File: src/rtl/logo_ram_writer_if.sv
// rtl/logo_ram_writer_if.sv - logo ROM read port and logo RAM write port bundle
interface logo_ram_writer_if #(
    parameter int ROWS  = 16,
    parameter int WIDTH = 96
);
    localparam int AW = $clog2(ROWS);

    logic [AW-1:0]    rom_addr;
    logic [WIDTH-1:0] rom_data;
    logic             ram_we;
    logic [AW-1:0]    ram_waddr;
    logic [WIDTH-1:0] ram_wdata;

    modport master (
        output rom_addr,
        input  rom_data,
        output ram_we,
        output ram_waddr,
        output ram_wdata
    );

    modport slave (
        input  rom_addr,
        output rom_data,
        input  ram_we,
        input  ram_waddr,
        input  ram_wdata
    );
endinterface

File: src/rtl/logo_ram_writer.sv
// rtl/logo_ram_writer.sv - per-vblank logo ROM to logo RAM copier (optional column scroll: LOGO_SCROLL_EN)
module logo_ram_writer #(
    parameter int ROWS        = 16,
    parameter int WIDTH       = 96,
    parameter int SCROLL_STEP = 1,
    localparam int AW         = $clog2(ROWS)
) (
    input  logic                  Clk,
    input  logic                  Reset_n,
    input  logic                  VGA_VS,
    input  logic                  enable,
    logo_ram_writer_if.master     bus,
    output logic                  busy,
    output logic                  done,
    output logic [7:0]            frame_cnt
);

    typedef enum logic [1:0] {IDLE, COPY, LAST} state_t;

    localparam logic [AW-1:0] ADDR_LAST = AW'(ROWS - 1);
    localparam logic [AW-1:0] ADDR_PREV = AW'(ROWS - 2);

    state_t        state;
    logic          vs_q;
    logic          valid_q;
    logic [AW-1:0] addr_q;
    logic          start;
    logic          last_write;

    // Falling vsync edge starts a copy only from IDLE; anything else is dropped.
    assign start      = vs_q & ~VGA_VS & enable & (state == IDLE);
    assign last_write = valid_q & (addr_q == ADDR_LAST);

    assign bus.ram_we    = valid_q;
    assign bus.ram_waddr = addr_q;

`ifdef LOGO_SCROLL_EN
    logic [6:0]         offset;
    logic [2*WIDTH-1:0] rot_wide;
    logic [7:0]         offset_sum;

    // Rotate left by offset: the upper half of the shifted doubled word wraps naturally.
    always_comb begin
        rot_wide      = {bus.rom_data, bus.rom_data} << offset;
        offset_sum    = {1'b0, offset} + 8'(SCROLL_STEP);
        bus.ram_wdata = valid_q ? rot_wide[2*WIDTH-1:WIDTH] : '0;
    end

    // Offset advances once per completed copy so the reader never sees it change mid-bitmap.
    always_ff @(posedge Clk) begin
        if (!Reset_n) begin
            offset <= '0;
        end else if (last_write) begin
            offset <= (offset_sum >= 8'(WIDTH)) ? 7'(offset_sum - 8'(WIDTH)) : offset_sum[6:0];
        end
    end
`else
    // Straight copy of the ROM row one cycle after its address was presented.
    always_comb begin
        bus.ram_wdata = valid_q ? bus.rom_data : '0;
    end
`endif

    // Copy sequencer and write pipeline; all outputs registered.
    always_ff @(posedge Clk) begin
        if (!Reset_n) begin
            state        <= IDLE;
            vs_q         <= 1'b1;
            valid_q      <= 1'b0;
            addr_q       <= '0;
            bus.rom_addr <= '0;
            busy         <= 1'b0;
            done         <= 1'b0;
            frame_cnt    <= '0;
        end else begin
            vs_q    <= VGA_VS;
            valid_q <= (state != IDLE);
            addr_q  <= bus.rom_addr;
            busy    <= (state != IDLE) | start;
            done    <= last_write;
            if (last_write) begin
                frame_cnt <= frame_cnt + 8'd1;
            end
            case (state)
                IDLE: begin
                    bus.rom_addr <= '0;
                    if (start) begin
                        state <= COPY;
                    end
                end
                COPY: begin
                    bus.rom_addr <= bus.rom_addr + 1'b1;
                    if (bus.rom_addr == ADDR_PREV) begin
                        state <= LAST;
                    end
                end
                LAST: begin
                    bus.rom_addr <= '0;
                    state        <= IDLE;
                end
                default: begin
                    bus.rom_addr <= '0;
                    state        <= IDLE;
                end
            endcase
        end
    end

endmodule

File: src/flat_wrapper.sv
// flat-port wrapper written by rule: the top's interface ports become plain ports
module logo_ram_writer_flat 
#(
    parameter int ROWS        = 16,
    parameter int WIDTH       = 96,
    parameter int SCROLL_STEP = 1,
    localparam int AW         = $clog2(ROWS)
)
  (Clk, Reset_n, VGA_VS, enable, busy, done, frame_cnt, bus_rom_addr, bus_rom_data, bus_ram_we, bus_ram_waddr, bus_ram_wdata);
  logo_ram_writer_if #(.ROWS(ROWS), .WIDTH(WIDTH)) bus_i ();
  input  logic Clk;
  input  logic Reset_n;
  input  logic VGA_VS;
  input  logic enable;
  output logic busy;
  output logic done;
  output logic [7:0] frame_cnt;
  output wire logic [$bits(bus_i.rom_addr)-1:0] bus_rom_addr;
  input wire logic [$bits(bus_i.rom_data)-1:0] bus_rom_data;
  output wire logic [$bits(bus_i.ram_we)-1:0] bus_ram_we;
  output wire logic [$bits(bus_i.ram_waddr)-1:0] bus_ram_waddr;
  output wire logic [$bits(bus_i.ram_wdata)-1:0] bus_ram_wdata;
  assign bus_rom_addr = bus_i.rom_addr;
  assign bus_i.rom_data = bus_rom_data;
  assign bus_ram_we = bus_i.ram_we;
  assign bus_ram_waddr = bus_i.ram_waddr;
  assign bus_ram_wdata = bus_i.ram_wdata;
  logo_ram_writer #(.ROWS(ROWS), .WIDTH(WIDTH), .SCROLL_STEP(SCROLL_STEP)) u_core (.Clk(Clk), .Reset_n(Reset_n), .VGA_VS(VGA_VS), .enable(enable), .bus(bus_i), .busy(busy), .done(done), .frame_cnt(frame_cnt));
endmodule
File: config.mk
export PLATFORM = sky130hd
export DESIGN_NAME = logo_ram_writer_flat
export DESIGN_NICKNAME = d
export VERILOG_FILES = /design/src/rtl/logo_ram_writer_if.sv /design/src/rtl/logo_ram_writer.sv /design/src/flat_wrapper.sv
export SDC_FILE = /design/constraint.sdc
export NUM_CORES = 1
export LEC_CHECK = 0
export CAP_MARGIN = 20
export CORE_MARGIN = 8
export CORE_UTILIZATION = 24
export CTS_CLUSTER_DIAMETER = 200
export DETAILED_ROUTE_END_ITERATION = 10
export GPL_TIMING_DRIVEN = 0
export HOLD_SLACK_MARGIN = 0.1
export PLACE_DENSITY_LB_ADDON = 0.12
export SETUP_SLACK_MARGIN = 0.02
export SKIP_LAST_GASP = 1
export SLEW_MARGIN = 10
export SYNTH_ARGS = -nofsm -noshare
export SYNTH_HDL_FRONTEND = slang
export SYNTH_SLANG_ARGS = --single-unit
File: constraint.sdc
create_clock -name Clk -period 1.6 [get_ports Clk]
set_input_delay 0.32 -clock Clk [delete_from_list [all_inputs] [get_ports Clk]]
set_output_delay 0.32 -clock Clk [all_outputs]
set_load 0.01 [all_outputs]
Yosys cells after proc, flatten, opt, wreduce, memory -nomap -nowiden
Cells that the tools add are included.
Widths: inputs -> output; s select.
{"block": "totals", "reg_bits": 22, "inputBits": 100, "out_inout_bits": 115, "word_cells": 29}
{"block": "classes", "add_sub_neg": 2, "eq_ne": 5, "muxes": 4, "bitwise": 6, "n_reduce_logical": 4}
{"cell": "$mux 96", "count": 1}
{"cell": "$add 8x1->8 const B", "count": 1}
{"cell": "$eq 4x4->1 const B", "count": 2}
{"cell": "$add 4x1->4 const B", "count": 1}
{"cell": "$and 1x1->1", "count": 4}
{"cell": "$mux 2", "count": 2}
{"cell": "$ne 2x1->1 const B", "count": 2}
{"cell": "$pmux 2 s2", "count": 1}
{"cell": "$reduce_and 2->1", "count": 2}
{"cell": "$eq 2x1->1 const B", "count": 1}
{"cell": "$logic_not 2->1", "count": 1}
{"cell": "$reduce_bool 2->1", "count": 1}
{"cell": "$not 1->1", "count": 1}
{"cell": "$or 1x1->1", "count": 1}

Longest topological paths before layout
{"block": "depth", "depth_word": 6, "mapped_depth": 4, "depth_no_buf": 4}

Least setup slack after synthesis
OpenSTA, ideal clock, no wires.
{"block": "synth_path", "kind": "reg2out", "start": "register u_core.valid_q (netlist: u_core.bus.ram_we)", "end": "output bus_ram_wdata[55]", "arrival_time_ns": 1.115, "t_required_ns": 1.280, "slack_ns": 0.165, "path_stages_with_launch": 4, "path_buffers": 2, "path_cell_list": "dfxtp_1 clkbuf_1 clkbuf_1 and2_1"}
{"block": "synth_between", "elab_chain_cells": 1}
{"item": "from (decl)", "line": "logo_ram_writer.sv:25", "text": "logic valid_q;"}
{"item": "from (signal assigned)", "line": "logo_ram_writer.sv:77", "text": "valid_q <= (state != IDLE);"}
{"item": "$mux 96", "line": "logo_ram_writer.sv:60", "text": "bus.ram_wdata = valid_q ? bus.rom_data : '0;"}
{"item": "to (decl)", "line": "flat_wrapper.sv:22", "text": "output wire logic [$bits(bus_i.ram_wdata)-1:0] bus_ram_wdata;"}
No other way between the ends.

Worst setup path after layout
{"block": "layout_path", "start": "register u_core.valid_q (netlist: u_core.bus.ram_we)", "end": "output bus_ram_wdata[56]"}
The elaborated chain is that of the path after synthesis.

==> qor_table.md <==
| Result | Value |
|---|---|
| Outcome | finished, violations left |
| Violations in the final reports | setup timing |
| Warning count from the yosys run | 0 |
| Iteration-0 DRC Markers | 63 |
| Final Setup Violations | 16 |
| First-pass GRT wire length | 12400 um |
| Count of final hold-check violations | 0 |
| Worst slew margin relative to its limit | 69.0% |
| Register cell area after layout | 450 um2 |
| Number of antenna repair diodes | 0 |
| Synth Area in Compound Gates | 6.53% |
| Netlist cell types | 28 |
| Vias in the first global route | 1947 |
| Most crowded layer after global routing | met2 |
| Deepest level of the CTS H-tree | 1 |
| Hold Path Depth | 1 |
| Share of synthesized cell area in and, or, nand and nor gates | 54.8% |
| Fraction of final layout cells with drive strength greater than 1 | 23.9% |
| Post-CTS clock slew at the launch and capture registers of the worst setup and hold paths | 70 ps |
| Die Footprint | 0.00891 mm2 |
| Fraction of met1 tracks used by global routing | 20.1% |
| Final Critical Period | 1610 ps |
| Proportion of power drawn by the clock network | 23.8% |
| Largest net degree at the start of global routing | 12 |
| Adder and majority cell fraction of the synthesized area | 2.54% |
| Clk_skew | 3.44 ps |
| Number of instances in the synthesized netlist | 193 |
| Combinational family with the most area after synthesis | simple AND/OR/NAND/NOR gates |
| Post-layout total power | 0.00139 W |
| VDD IR max | 0.000453 V |
| Max frequency | 620 MHz |
| Core Footprint | 0.00592 mm2 |
| Ratio of final minimum period to clock period | 101% |
| Internal power | 0.00106 W |
| Library cell used as clock root buffer | sky130_fd_sc_hd__clkbuf_8 |
| Site row count | 28 |
| Total via count in the routed design | 2081 |
| Total DRC errors in the routed layout | 0 |
| Antenna violations before repair | 0 |
| Width of the chip | 94.4 um |
| Last weighted congestion value of the routability-driven placer | 0.881 |
| Setup repair after global routing missed its margin | true |
| Most frequent standard cell in the layout excluding fill and tap cells | sky130_fd_sc_hd__clkdlybuf4s50_1 |
| Number of max-capacitance violations reported | 0 |
| Critical path arrival | 1290 ps |
| Family of cells with the greatest summed delay on the critical path | buffers and inverters |
| Area of combinational cells with multiple inputs | 970 um2 |
| Initial Utilization | 24.9% |
| Min-delay worst type | flip-flop to flip-flop |
| Nets in the synthesized netlist | 296 |
| Post-CTS Hold Buffers | 0 |
| Post-Syn Area | 0.00148 mm2 |
| FILL cells | 518 |
| Remaining global-route overflow | 0 |
| Vias per inst | 4.25 |
| Total clock buffers created by CTS | 3 |
| Required @ worst endpoint | 1280 ps |
| Logic depth of the worst path, buffers included | 4 |
| Worst Setup End Kind | output pin |
| Mux cell area share after synthesis | 0.679% |
| Detailed-routing iteration count for the pre-antenna-repair pass | 6 |
| Top fanout value on the critical path | 10 |
| Stage delay of the slowest cell on the critical path | 390 ps |
| Sequential fraction of the synthesis area | 29.9% |
| Cell breakdown of the critical path | buf_8, clkbuf_8, and2_1, clkdlybuf4s15_2 |
| P_sw | 0.000324 W |
| Total routed wirelength | 9170 um |
| Switching share of total power | 23.4% |
| Die Span Y | 94.4 um |
| Critical Path Source Type | flip-flop |
| CTS Buffer Depth | 2 |
| Part of the power in combinational logic | 35.7% |
| Total buffers and inverters traversed by the critical path | 3 |
| Count of pins on the block boundary | 215 |
| Global router's overall resource usage | 18.2% |
| Register share of total power | 40.5% |
| Number of nets with antenna violations after detailed routing | 0 |
| Final-stage net count | 520 |
| Met3 routing resource usage after global routing | 3.57% |
| Mean area per synthesized cell | 7.64 um2 |
| Flop and latch count out of synthesis | 22 |
| Quantity of I/O buffers inserted on ports | 214 |
| Synthesized-area fraction occupied by xor and xnor cells | 1.19% |
| Final critical-path setup slack | -13.3 ps |
| Crit Path Category | flip-flop to output pin |
| Tightest Pin Transition | 464 ps |
| Post-DR wirelength/cell | 18.7 um |
| Static leakage power | 1.69 nW |
| Routing usage on met2 | 34.8% |
| Max-slew violation total from the final report | 0 |
| Filler-free cell count of the finished design | 490 |
| Clock sink count | 22 |
| Area growth from synthesis to layout | 152% |
| Clock latency at the later pin of the worst-skew pair | 260 ps |
| Post-placement cell count | 482 |
| TritonCTS clock tree | built |
| Highest-count cells in the layout ignoring fill and taps | sky130_fd_sc_hd__clkdlybuf4s50_1 (111), sky130_fd_sc_hd__and2_1 (99), sky130_fd_sc_hd__clkdlybuf4s15_2 (34) |
| Cell with the largest stage delay on the worst path | sky130_fd_sc_hd__dfxtp_4 |
| R2R cell count | 4 |
| Power Density | 374 mW/mm2 |
| Dpl hpwl | 7980 um |
-- Yosys cell counts --
cell | n | area share [%]
sky130_fd_sc_hd__a21oi_1 | 7 | 2.4
sky130_fd_sc_hd__nand2b_1 | 2 | 0.85
sky130_fd_sc_hd__nand2_1 | 3 | 0.76
sky130_fd_sc_hd__ha_1 | 3 | 2.5
sky130_fd_sc_hd__nand3_1 | 4 | 1.4
sky130_fd_sc_hd__and3_1 | 1 | 0.42
sky130_fd_sc_hd__nor3_1 | 1 | 0.34
sky130_fd_sc_hd__mux2i_1 | 1 | 0.68
sky130_fd_sc_hd__nand3_2 | 1 | 0.68
sky130_fd_sc_hd__dfxtp_1 | 22 | 30
sky130_fd_sc_hd__buf_2 | 1 | 0.34
sky130_fd_sc_hd__inv_1 | 4 | 1.0
sky130_fd_sc_hd__nor2b_1 | 1 | 0.42
sky130_fd_sc_hd__nor2_1 | 7 | 1.8
sky130_fd_sc_hd__nand3b_1 | 1 | 0.51
sky130_fd_sc_hd__nand4b_1 | 1 | 0.59
sky130_fd_sc_hd__nor4_1 | 1 | 0.42
sky130_fd_sc_hd__xor2_1 | 1 | 0.59
sky130_fd_sc_hd__o32ai_1 | 1 | 0.59
sky130_fd_sc_hd__and2_1 | 99 | 42
sky130_fd_sc_hd__or4_1 | 5 | 2.5
sky130_fd_sc_hd__o21ai_1 | 2 | 0.68
sky130_fd_sc_hd__nand4_1 | 3 | 1.3
sky130_fd_sc_hd__or3_1 | 2 | 0.85
sky130_fd_sc_hd__o21ai_0 | 1 | 0.34
sky130_fd_sc_hd__o31ai_1 | 5 | 2.5
sky130_fd_sc_hd__clkbuf_1 | 12 | 3.1
sky130_fd_sc_hd__xnor2_1 | 1 | 0.59
-- layout make-up --
| cell class | count | share of cell area, % |
|---|---|---|
| inverter | 4 | 0.404 |
| sequential | 22 | 12.1 |
| multi-input combinational | 154 | 26.1 |
| tap | 75 | 2.52 |
| timing repair buffer | 219 | 54.7 |
| buffer | 13 | 3.06 |
| clock buffer | 3 | 1.11 |
-- power groups by stage --
stage / Clock (W) / Combinational (W) / Sequential, W
2_1_floorplan: 0 / 0.000112 / 0.000577
3_3_place_gp: 0 / 0.000507 / 0.000577
3_5_place_dp: 0 / 0.000513 / 0.000577
4_1_cts: 0.000340 / 0.000501 / 0.000562
5_1_grt: 0.000368 / 0.000531 / 0.000564
6_report: 0.000330 / 0.000496 / 0.000563
-- per-stage QoR --
| stage | area (um2) | hold WS [ps] | setup WS, ps | TNS [ps] | utilization (%) |
|---|---|---|---|---|---|
| floorplan | 1480 | 393 | 165 | 0 | - |
| global placement | 3710 | 453 | -715 | -43170 | 62.7 |
| detailed placement | 3710 | 463 | -724 | -43520 | 62.7 |
| CTS | 3840 | 473 | -142 | -3380 | 64.9 |
| global route | 3720 | 473 | -85.3 | -2160 | 62.8 |
| finish | 3720 | 448 | -13.3 | -111 | 62.8 |
-- cells by family after synthesis --
logic type               count (synthesis)
AND/OR/NAND/NOR                        132
AO/OA/AOI/OAI                           16
flip-flops                              22
XOR/XNOR                                 2
multiplexers                             1
adder cells (fa/ha/maj)                  3
buffers and inverters                   17
-- flip-flops by register name, indices dropped and copies added, names as in the netlist --
register / cells
u_core.bus.ram_waddr: 4
u_core.bus.ram_we: 1
u_core.bus.rom_addr: 4
u_core.busy: 1
u_core.done: 1
u_core.frame_cnt: 8
u_core.state: 2
u_core.vs_q: 1
-- what timing repair did --
item,4_1_cts,5_1_grt
setup endpoints to repair,101,94
gates resized for setup,224,87
buffers inserted,3,2
pin swaps,0,0
cloned,0,0
endpoints found under the hold margin,0,0
-- worst paths after layout --
path	startpoint	end	slack, ps
worst min register to register	u_core.bus.rom_addr[0]	u_core.bus.rom_addr[0]	450
worst max register to register	u_core.bus.ram_waddr[2]	u_core.frame_cnt[7]	160
worst min-delay path	u_core.bus.rom_addr[0]	u_core.bus.rom_addr[0]	450
worst max-delay path	u_core.bus.ram_we	bus_ram_wdata[56]	-10
-- layer usage --
metal  vias up  share of wire, %  wire length [um]
li1       1066                 -                 -
met4         0              0.88                81
met2        98                54              4930
met5         -                 0                 0
met3         6               6.6               603
met1       911                39              3560
Note: power is estimated with default switching activity, not from simulation.
